==> src/rtl/dz_pkg.sv <==
// Shared constants, state encoding and row-strobe helper for the dot-matrix countdown sequencer.
package dz_pkg;

  localparam int unsigned ROW_N         = 8;
  localparam int unsigned ROW_W         = 3;
  localparam int unsigned DIGIT_W       = 3;
  localparam int unsigned SEC_DIV_DEF   = 50_000_000;
  localparam int unsigned SCAN_DIV_DEF  = 5_000;
  localparam int unsigned START_VAL_DEF = 5;

  typedef enum logic [1:0] {
    IDLE  = 2'd0,
    RUN   = 2'd1,
    PAUSE = 2'd2,
    DONE  = 2'd3
  } dz_state_e;

  // Active-low one-hot strobe for the given scan row.
  function automatic logic [ROW_N-1:0] row_strobe(input logic [ROW_W-1:0] idx);
    return ~(ROW_N'(1) << idx);
  endfunction

endpackage

==> src/rtl/dz_countdown_ctrl_if.sv <==
// Control/display bundle between button logic, countdown sequencer and glyph renderer.
interface dz_countdown_ctrl_if;
  import dz_pkg::*;

  logic               start;
  logic               pause;
  logic               clear;
  logic [DIGIT_W-1:0] num;
  logic [ROW_W-1:0]   row_idx;
  logic [ROW_N-1:0]   row;
  logic               blank;
  logic               done;

  modport master (
    output start, pause, clear,
    input  num, row_idx, row, blank, done
  );

  modport slave (
    input  start, pause, clear,
    output num, row_idx, row, blank, done
  );

endinterface

==> src/rtl/dz_tick_gen.sv <==
// Wrapping prescaler; tick flags the terminal count DIV-1, half_c flags count DIV/2-1.
module dz_tick_gen #(
  parameter int unsigned DIV = 2
) (
  input  logic clk,
  input  logic rst,
  input  logic en,
  input  logic clr,
  output logic tick,
  output logic half_c
);

  localparam int unsigned CW = (DIV > 2) ? $clog2(DIV) : 1;

  logic [CW-1:0] cnt;

  // Counter holds when en is low so a paused sequence resumes mid-interval.
  always_ff @(posedge clk or posedge rst) begin
    if (rst) begin
      cnt <= '0;
    end else if (clr) begin
      cnt <= '0;
    end else if (en) begin
      cnt <= tick ? '0 : cnt + CW'(1);
    end
  end

  assign tick   = (cnt == CW'(DIV - 1));
  assign half_c = (cnt == CW'(DIV / 2 - 1));

endmodule

==> src/rtl/dz_countdown_ctrl.sv <==
// Countdown sequencer for the 8x8 dot-matrix display: digit stepping, row scan, done/blank.
// Optional DONE blink is enabled by defining DZ_DONE_BLINK_EN.
module dz_countdown_ctrl
  import dz_pkg::*;
#(
  parameter int unsigned SEC_DIV   = SEC_DIV_DEF,
  parameter int unsigned SCAN_DIV  = SCAN_DIV_DEF,
  parameter int unsigned START_VAL = START_VAL_DEF
) (
  input logic               clk,
  input logic               rst,
  dz_countdown_ctrl_if.slave bus
);

  localparam logic [DIGIT_W-1:0] START_NUM = DIGIT_W'(START_VAL);

  dz_state_e          state;
  logic [DIGIT_W-1:0] num_q;
  logic [ROW_W-1:0]   row_idx_q;
  logic [ROW_N-1:0]   row_q;
  logic               blank_q;
  logic               done_q;

  logic step_term;
  logic step_half;
  logic step_en;
  logic step_clr;
  logic step_tick;
  logic scan_tick;
  logic scan_half_unused;

  // A pause landing on the terminal count freezes the prescaler there,
  // so the pending decrement fires on the first RUN cycle after resume.
  assign step_clr  = bus.clear | bus.start;
  assign step_tick = (state == RUN) && step_term;
`ifdef DZ_DONE_BLINK_EN
  assign step_en   = ((state == RUN) && !(bus.pause && step_term)) || (state == DONE);
`else
  assign step_en   = (state == RUN) && !(bus.pause && step_term);
  logic unused_step_half;
  assign unused_step_half = step_half;
`endif

  dz_tick_gen #(.DIV(SEC_DIV)) u_step_gen (
    .clk    (clk),
    .rst    (rst),
    .en     (step_en),
    .clr    (step_clr),
    .tick   (step_term),
    .half_c (step_half)
  );

  dz_tick_gen #(.DIV(SCAN_DIV)) u_scan_gen (
    .clk    (clk),
    .rst    (rst),
    .en     (1'b1),
    .clr    (1'b0),
    .tick   (scan_tick),
    .half_c (scan_half_unused)
  );

  // Sequencer state and all display outputs; clear > start > pause > step_tick.
  always_ff @(posedge clk or posedge rst) begin
    if (rst) begin
      state     <= IDLE;
      num_q     <= START_NUM;
      row_idx_q <= '0;
      row_q     <= row_strobe(ROW_W'(0));
      blank_q   <= 1'b0;
      done_q    <= 1'b0;
    end else begin
      if (scan_tick) begin
        row_idx_q <= row_idx_q + ROW_W'(1);
        row_q     <= row_strobe(row_idx_q + ROW_W'(1));
      end

      if (bus.clear) begin
        state   <= IDLE;
        num_q   <= START_NUM;
        done_q  <= 1'b0;
        blank_q <= 1'b0;
      end else if (bus.start) begin
        state   <= RUN;
        num_q   <= START_NUM;
        done_q  <= 1'b0;
        blank_q <= 1'b0;
      end else begin
        case (state)
          IDLE: begin
            num_q <= START_NUM;
          end
          RUN: begin
            if (bus.pause) begin
              state <= PAUSE;
            end else if (step_tick) begin
              if (num_q == DIGIT_W'(1)) begin
                num_q  <= '0;
                state  <= DONE;
                done_q <= 1'b1;
              end else begin
                num_q <= num_q - DIGIT_W'(1);
              end
            end
          end
          PAUSE: begin
            if (bus.pause) begin
              state <= RUN;
            end
          end
          DONE: begin
            num_q  <= '0;
            done_q <= 1'b1;
`ifdef DZ_DONE_BLINK_EN
            // Half-step blink: toggle at both the mid and terminal counts.
            if (step_term || step_half) begin
              blank_q <= ~blank_q;
            end
`endif
          end
          default: begin
            state <= IDLE;
          end
        endcase
      end
    end
  end

  assign bus.num     = num_q;
  assign bus.row_idx = row_idx_q;
  assign bus.row     = row_q;
  assign bus.blank   = blank_q;
  assign bus.done    = done_q;

endmodule

==> src/flat_wrapper.sv <==
// flat-port wrapper written by rule: the top's interface ports become plain ports
module dz_countdown_ctrl_flat import dz_pkg::*;
#(
  parameter int unsigned SEC_DIV   = SEC_DIV_DEF,
  parameter int unsigned SCAN_DIV  = SCAN_DIV_DEF,
  parameter int unsigned START_VAL = START_VAL_DEF
)
  (clk, rst, bus_start, bus_pause, bus_clear, bus_num, bus_row_idx, bus_row, bus_blank, bus_done);
  dz_countdown_ctrl_if bus_i ();
  input logic clk;
  input logic rst;
  input wire logic [$bits(bus_i.start)-1:0] bus_start;
  input wire logic [$bits(bus_i.pause)-1:0] bus_pause;
  input wire logic [$bits(bus_i.clear)-1:0] bus_clear;
  output wire logic [$bits(bus_i.num)-1:0] bus_num;
  output wire logic [$bits(bus_i.row_idx)-1:0] bus_row_idx;
  output wire logic [$bits(bus_i.row)-1:0] bus_row;
  output wire logic [$bits(bus_i.blank)-1:0] bus_blank;
  output wire logic [$bits(bus_i.done)-1:0] bus_done;
  assign bus_i.start = bus_start;
  assign bus_i.pause = bus_pause;
  assign bus_i.clear = bus_clear;
  assign bus_num = bus_i.num;
  assign bus_row_idx = bus_i.row_idx;
  assign bus_row = bus_i.row;
  assign bus_blank = bus_i.blank;
  assign bus_done = bus_i.done;
  dz_countdown_ctrl #(.SEC_DIV(SEC_DIV), .SCAN_DIV(SCAN_DIV), .START_VAL(START_VAL)) u_core (.clk(clk), .rst(rst), .bus(bus_i));
endmodule
==> config.mk <==
export PLATFORM = sky130hd
export DESIGN_NAME = dz_countdown_ctrl_flat
export DESIGN_NICKNAME = d
export VERILOG_FILES = /design/src/rtl/dz_pkg.sv /design/src/rtl/dz_countdown_ctrl_if.sv /design/src/rtl/dz_tick_gen.sv /design/src/rtl/dz_countdown_ctrl.sv /design/src/flat_wrapper.sv
export SDC_FILE = /design/constraint.sdc
export NUM_CORES = 1
export LEC_CHECK = 0
export CAP_MARGIN = 0
export CORE_AREA = 4 4 112 82
export CTS_CLUSTER_DIAMETER = 60
export CTS_CLUSTER_SIZE = 10
export DETAILED_ROUTE_END_ITERATION = 10
export DIE_AREA = 0 0 116 86
export HOLD_SLACK_MARGIN = 0.05
export PLACE_DENSITY = 0.6
export SYNTH_ARGS = -nofsm -noshare
export SYNTH_HDL_FRONTEND = slang
export SYNTH_SLANG_ARGS = --single-unit
==> constraint.sdc <==
create_clock -name clk -period 2.93 [get_ports clk]
set_clock_uncertainty 0.05 [all_clocks]
set_input_delay 0.586 -clock clk [delete_from_list [all_inputs] [get_ports clk]]
set_output_delay 0.586 -clock clk [all_outputs]
set_load 0.02 [all_outputs]
### After elaboration in Yosys (flattened, before gate mapping)

Index checks and enable logic that the tools add are counted.
Widths: inputs -> output; s select.

* magnitude comparators: 0
* div/mod/pow operators: 0
* $add $sub $neg: 4
* bitwise logic cells: 2
* mux-type cells: 25
* reduce and logical (&&, ||, !) cells: 13
* shifts and indexed selects: 1
* multipliers: 0
* equality and inequality tests: 12

Operators by type and width (number)
* $mux 26: 3
* $add 26x1->26 const B: 1
* $eq 26x26->1 const B: 1
* $mux 3: 5
* $add 13x1->13 const B: 1
* $eq 13x13->1 const B: 1
* $mux 13: 1
* $mux 2: 6
* $ne 4x4->1 const B: 3
* $pmux 3 s3: 1
* $not 8->8: 1
* $reduce_and 4->1: 2
* $reduce_bool 4->1: 2
* $shl 1x3->8 const A: 1
* $mux 1: 7
* $ne 5x4->1 const B: 1
* $ne 5x5->1 const B: 1
* $reduce_bool 5->1: 1
* $eq 2x2->1 const B: 2
* $ne 4x3->1 const B: 1
* $pmux 2 s2: 1
* $reduce_bool 2->1: 2
* $add 3x1->3 const B: 1
* $eq 3x1->1 const B: 1
* other kinds (8): 10

* bits in read-only memories: 0
* bits in latches: 0
* output and inout bits: 16
* memories kept: 0
* bits in writable memories: 0
* logic and storage cells: 65
* flip-flop bits (word level): 57

### Depth between registers and ports, before layout

Gate-level depths: netlist (run 1).

* depth in word-level cells: 7
* mapped depth: 8
* mapped depth without buffers: 7

### Modules after synthesis

A second synthesis (run 1) with hierarchy kept.

* cell total of the unflattened synthesis: 357
* area total of the unflattened synthesis: 3343.2 µm²

By module, submodules not included
* dz_tick_gen at u_core.u_step_gen: area each 1564.0 µm², seq. area each 650.6 µm², instances 1, cells each 176
* dz_countdown_ctrl: area each 985.9 µm², seq. area each 436.7 µm², instances 1, cells each 97
* dz_tick_gen at u_core.u_scan_gen: area each 793.3 µm², seq. area each 325.3 µm², instances 1, cells each 84

### Least setup slack after synthesis (run 1)

OpenSTA, ideal clock, no wires.

* path type: reg-to-reg
* start: reg u_core.u_step_gen.cnt[10]
* end: reg u_core.u_step_gen.cnt[19]
* path slack: 0.600 ns
* cell stages (with the launch flop): 6
* library setup time: 0.136 ns
* period minus slack after synthesis: 2.330 ns
* buffers on the path: 0
* arrival: 2.144 ns
* path through: dfrtp_1 > or4_1 > or4_4 > o32a_4 > a41oi_1 > nor4_1

* cells in the longest elaborated chain, start to end: 5
* elaborated cells between the ends (all ways): 9
* those cells by class: 1 x add/sub; 1 x eq/ne; 3 x mux; 4 x reduce/logical

Ends and longest elaborated chain
* start: declaration: line dz_tick_gen.sv:15 `logic [CW-1:0] cnt;`
* start signal: assignment: line dz_tick_gen.sv:24 `cnt <= tick ? '0 : cnt + CW'(1);`
* parallel branches: the longest is 5 deep, another holds $add 26x1->26

Parallel ways; which one is timed is not known. The select of a mux whose other input is x is not followed.
A chain may end at the register's enable or synchronous reset.

### Worst setup path after layout (run 1)

Same ends and word-level chain as after synthesis.

==> results.sh, run 1 <==
export IMPL_status="finished, final reports clean"
export IMPL_clk_latency_ns=0.30
export IMPL_avgSynthCellArea_um2=9.41
export IMPL_dieWidth_um=116
export IMPL_areaGrowthSynthToFinish_pct=15.3
export IMPL_worst_ep_required_time_ns=3.05
export IMPL_drtPass1Iterations=4
export IMPL_port_buffers=19
export IMPL_synth_edf_count=0
export IMPL_cpLargestDelayFamily="simple AND/OR/NAND/NOR gates"
export IMPL_drt_wirelength_per_cell_um=14.9
export IMPL_grt_pass1_wl_mm=11.6
export IMPL_cp_max_fo=24
export IMPL_path_cells="or4_1 > or4_4 > o32a_4 > a41oi_1 > nor4_1"
export IMPL_hpwl_mm=4.74
export IMPL_cts_tree="built"
export IMPL_grt_pass1_vias=2297
export IMPL_synth_area_top_cells="dfrtp_1, dfstp_2, a31oi_1"
export IMPL_p_switching_uw=419
export IMPL_hold_buffers=0
export IMPL_finalWirelength_mm=6.70
export IMPL_min_period_ns=2.60
export IMPL_overflow=0
export IMPL_die_h_um=86
export IMPL_pwr_share_comb=0.109
export IMPL_clockBufferDepth=2
export IMPL_diodes=0
export IMPL_internal_power_mw=1.17
export IMPL_slew_headroom=0.631
export IMPL_start_util=0.375
export IMPL_synth_cell_area_mm2=0.00308
export IMPL_synthArstFlopShare=1.00
export IMPL_maxCapViolCount=0
export IMPL_antenna_left=0
export IMPL_final_util=0.433
export IMPL_cts_resized=0
export IMPL_sw_frac_of_total=0.263
export IMPL_setup_tns_ns=0
export IMPL_routed_via_count=2494
export IMPL_synth_seq_area_share=0.459
export IMPL_r2r_slack_ns=0.33
export IMPL_synth_largest_area_cell="dfrtp_1"
export IMPL_critPathLaunchType="flip-flop"
export IMPL_p_per_area_mw_per_mm2=449
export IMPL_setup_viol=0
export IMPL_grtUsageTotal=0.144
export IMPL_clkPwrFrac=0.386
export IMPL_place_congestion=0.854
export IMPL_cpPeakStageDelay_ns=0.57
export IMPL_ys_flop_type="dfrtp_1"
export IMPL_grt_max_degree=34
export IMPL_clk_pin_slew_ns=0.08
export IMPL_ys_warn_count=0
export IMPL_h_tree_depth=2
export IMPL_synth_top_area_share=0.382
export IMPL_rsz0062_at_grt="no"
export IMPL_ir_drop_mv=0.221
export IMPL_fin_nets=362
export IMPL_place_inst=443
export IMPL_max_freq_mhz=385
export IMPL_worst_pin_slew_ns=0.553
export IMPL_end_kind="flip-flop"
export IMPL_die_area_mm2=0.00998
export IMPL_period_share=0.887
export IMPL_slew_viol_final=0
export IMPL_ios=21
export IMPL_postCtsSetupRepairBufs=0
export IMPL_instances_no_fill=451
export IMPL_synth_most_common_cell="dfrtp_1"
export IMPL_p_leak_nw=1.48
export IMPL_ys_seq_elements=56
export IMPL_crit_arrival_ns=2.72
export IMPL_ys_top_cells_by_count="dfrtp_1, a31oi_1, nor2_1"
export IMPL_critical_path_buf_inv_count=0
export IMPL_crit_type="flip-flop to flip-flop"
export IMPL_rows=28
export IMPL_ys_types=52
export IMPL_syn_inst=327
export IMPL_syn_nets=344
export IMPL_cts_num_sinks=56
export IMPL_total_power_mw=1.59
export IMPL_cts_buffers_inserted=5
export IMPL_hold_viol=0
export IMPL_drtIter0Drc=192
export IMPL_root_buffer="clkbuf_16"
export IMPL_hp_class="flip-flop to flip-flop"
export IMPL_avgViaCountPerCell=5.53
export IMPL_drc=0
export IMPL_pwr_share_seq=0.505
export IMPL_core_mm2=0.00820
export IMPL_antenna_found_initial=0
export IMPL_critPathSlowestCell="or4_1"
export IMPL_drive_above_1_share=0.104
==> layer usage <==
metal / global-route usage / vias up / share of wire
met5: 0 / - / 0
met3: 0.0296 / 4 / 0.038
met1: 0.232 / 1199 / 0.55
met2: 0.191 / 50 / 0.41
li1: - / 1241 / -
met4: 0.0379 / 0 / 0.0057
==> power by group through the flow <==
| stage | Combinational (mW) | Clock [mW] | Sequential, mW |
|---|---|---|---|
| floorplan | 0.122 | 0 | 0.820 |
| global placement | 0.172 | 0 | 0.817 |
| detailed placement | 0.174 | 0 | 0.818 |
| CTS | 0.174 | 0.644 | 0.803 |
| global route | 0.196 | 0.671 | 0.806 |
| finish | 0.174 | 0.615 | 0.803 |
==> final cells by class <==
type	instances	area (um2)
clock buffer	5	125
clock inverter	3	26.3
fill	814	4650
inverter	18	67.6
multi-input combinational	238	1530
sequential	56	1410
tap	105	131
timing repair buffer	26	255
==> kinds of logic after synthesis <==
group                      share of synthesized area
adders and majority gates                     0.0488
buffers and inverters                         0.0467
AOI/OAI and AO/OA                              0.178
other                                        0.00122
DFF                                            0.459
xor gates and xnor gates                      0.0455
muxes                                        0.00691
and+or+nand+nor                                0.214
==> state kept, by name (all words and copies together), names as in the netlist <==
| signal | cells |
|---|---|
| u_core.u_scan_gen.cnt | 13 |
| u_core.bus.done | 1 |
| u_core.state | 2 |
| u_core.u_step_gen.cnt | 26 |
| u_core.bus.row_idx | 3 |
| u_core.bus.row | 8 |
| u_core.bus.num | 3 |
==> final timing paths <==
path / end / depth (start not counted) / startpoint
worst max-delay path: u_core.u_step_gen.cnt[19] / 5 / u_core.u_step_gen.cnt[10]
worst min-delay path: u_core.u_scan_gen.cnt[5] / 1 / u_core.u_scan_gen.cnt[5]
worst max register to register: u_core.u_step_gen.cnt[19] / 5 / u_core.u_step_gen.cnt[10]
worst min register to register: u_core.u_scan_gen.cnt[5] / 1 / u_core.u_scan_gen.cnt[5]
max in group asynchronous: u_core.bus.row[4] / 3 / rst
min in group asynchronous: u_core.u_step_gen.cnt[1] / 2 / rst
==> placed cells by master, fill, tap and decap left out, types with 3 or more instances in the layout <==
master / synthesis / layout
o31ai_1: 3 / 3
a31oi_1: 35 / 35
nor2_1: 27 / 27
o21ai_0: 8 / 8
dfstp_2: 9 / 9
clkdlybuf4s50_1: 0 / 19
xor2_1: 6 / 6
nand2_1: 26 / 26
ha_1: 12 / 12
nor3_1: 7 / 7
nand3_1: 21 / 21
inv_1: 18 / 17
dfrtp_1: 47 / 47
nand4_1: 9 / 9
nor4_1: 7 / 7
clkbuf_16: 0 / 5
xnor2_1: 10 / 10
a21oi_1: 13 / 13
a21bo_2: 3 / 3
and3_1: 10 / 10
buf_4: 1 / 6
a41oi_1: 6 / 6
==> per-stage QoR <==
| step | hold slack, ns | area, um2 | setup slack [ns] |
|---|---|---|---|
| 2_1_floorplan | 0.392 | 3080 | 0.600 |
| 3_3_place_gp | 0.435 | 3400 | 0.399 |
| 3_5_place_dp | 0.433 | 3400 | 0.359 |
| 4_1_cts | 0.443 | 3550 | 0.336 |
| 5_1_grt | 0.472 | 3550 | 0.260 |
| 6_report | 0.444 | 3550 | 0.330 |
No activity file was read; power rests on OpenSTA's default activity.
==> inputs of run 2 (changes only) <==
Settings changed: ABC_CLOCK_PERIOD_IN_PS set to 2930.
==> results of run 2 <==
Final layout, timing and power as in run 1 (identical DEF).
==> inputs of run 3 (changes only) <==
Settings changed: PLACE_DENSITY 0.6 to not set, SLEW_MARGIN set to 5.
==> results of run 3 <==
Final layout, timing and power as in run 1 (identical DEF).
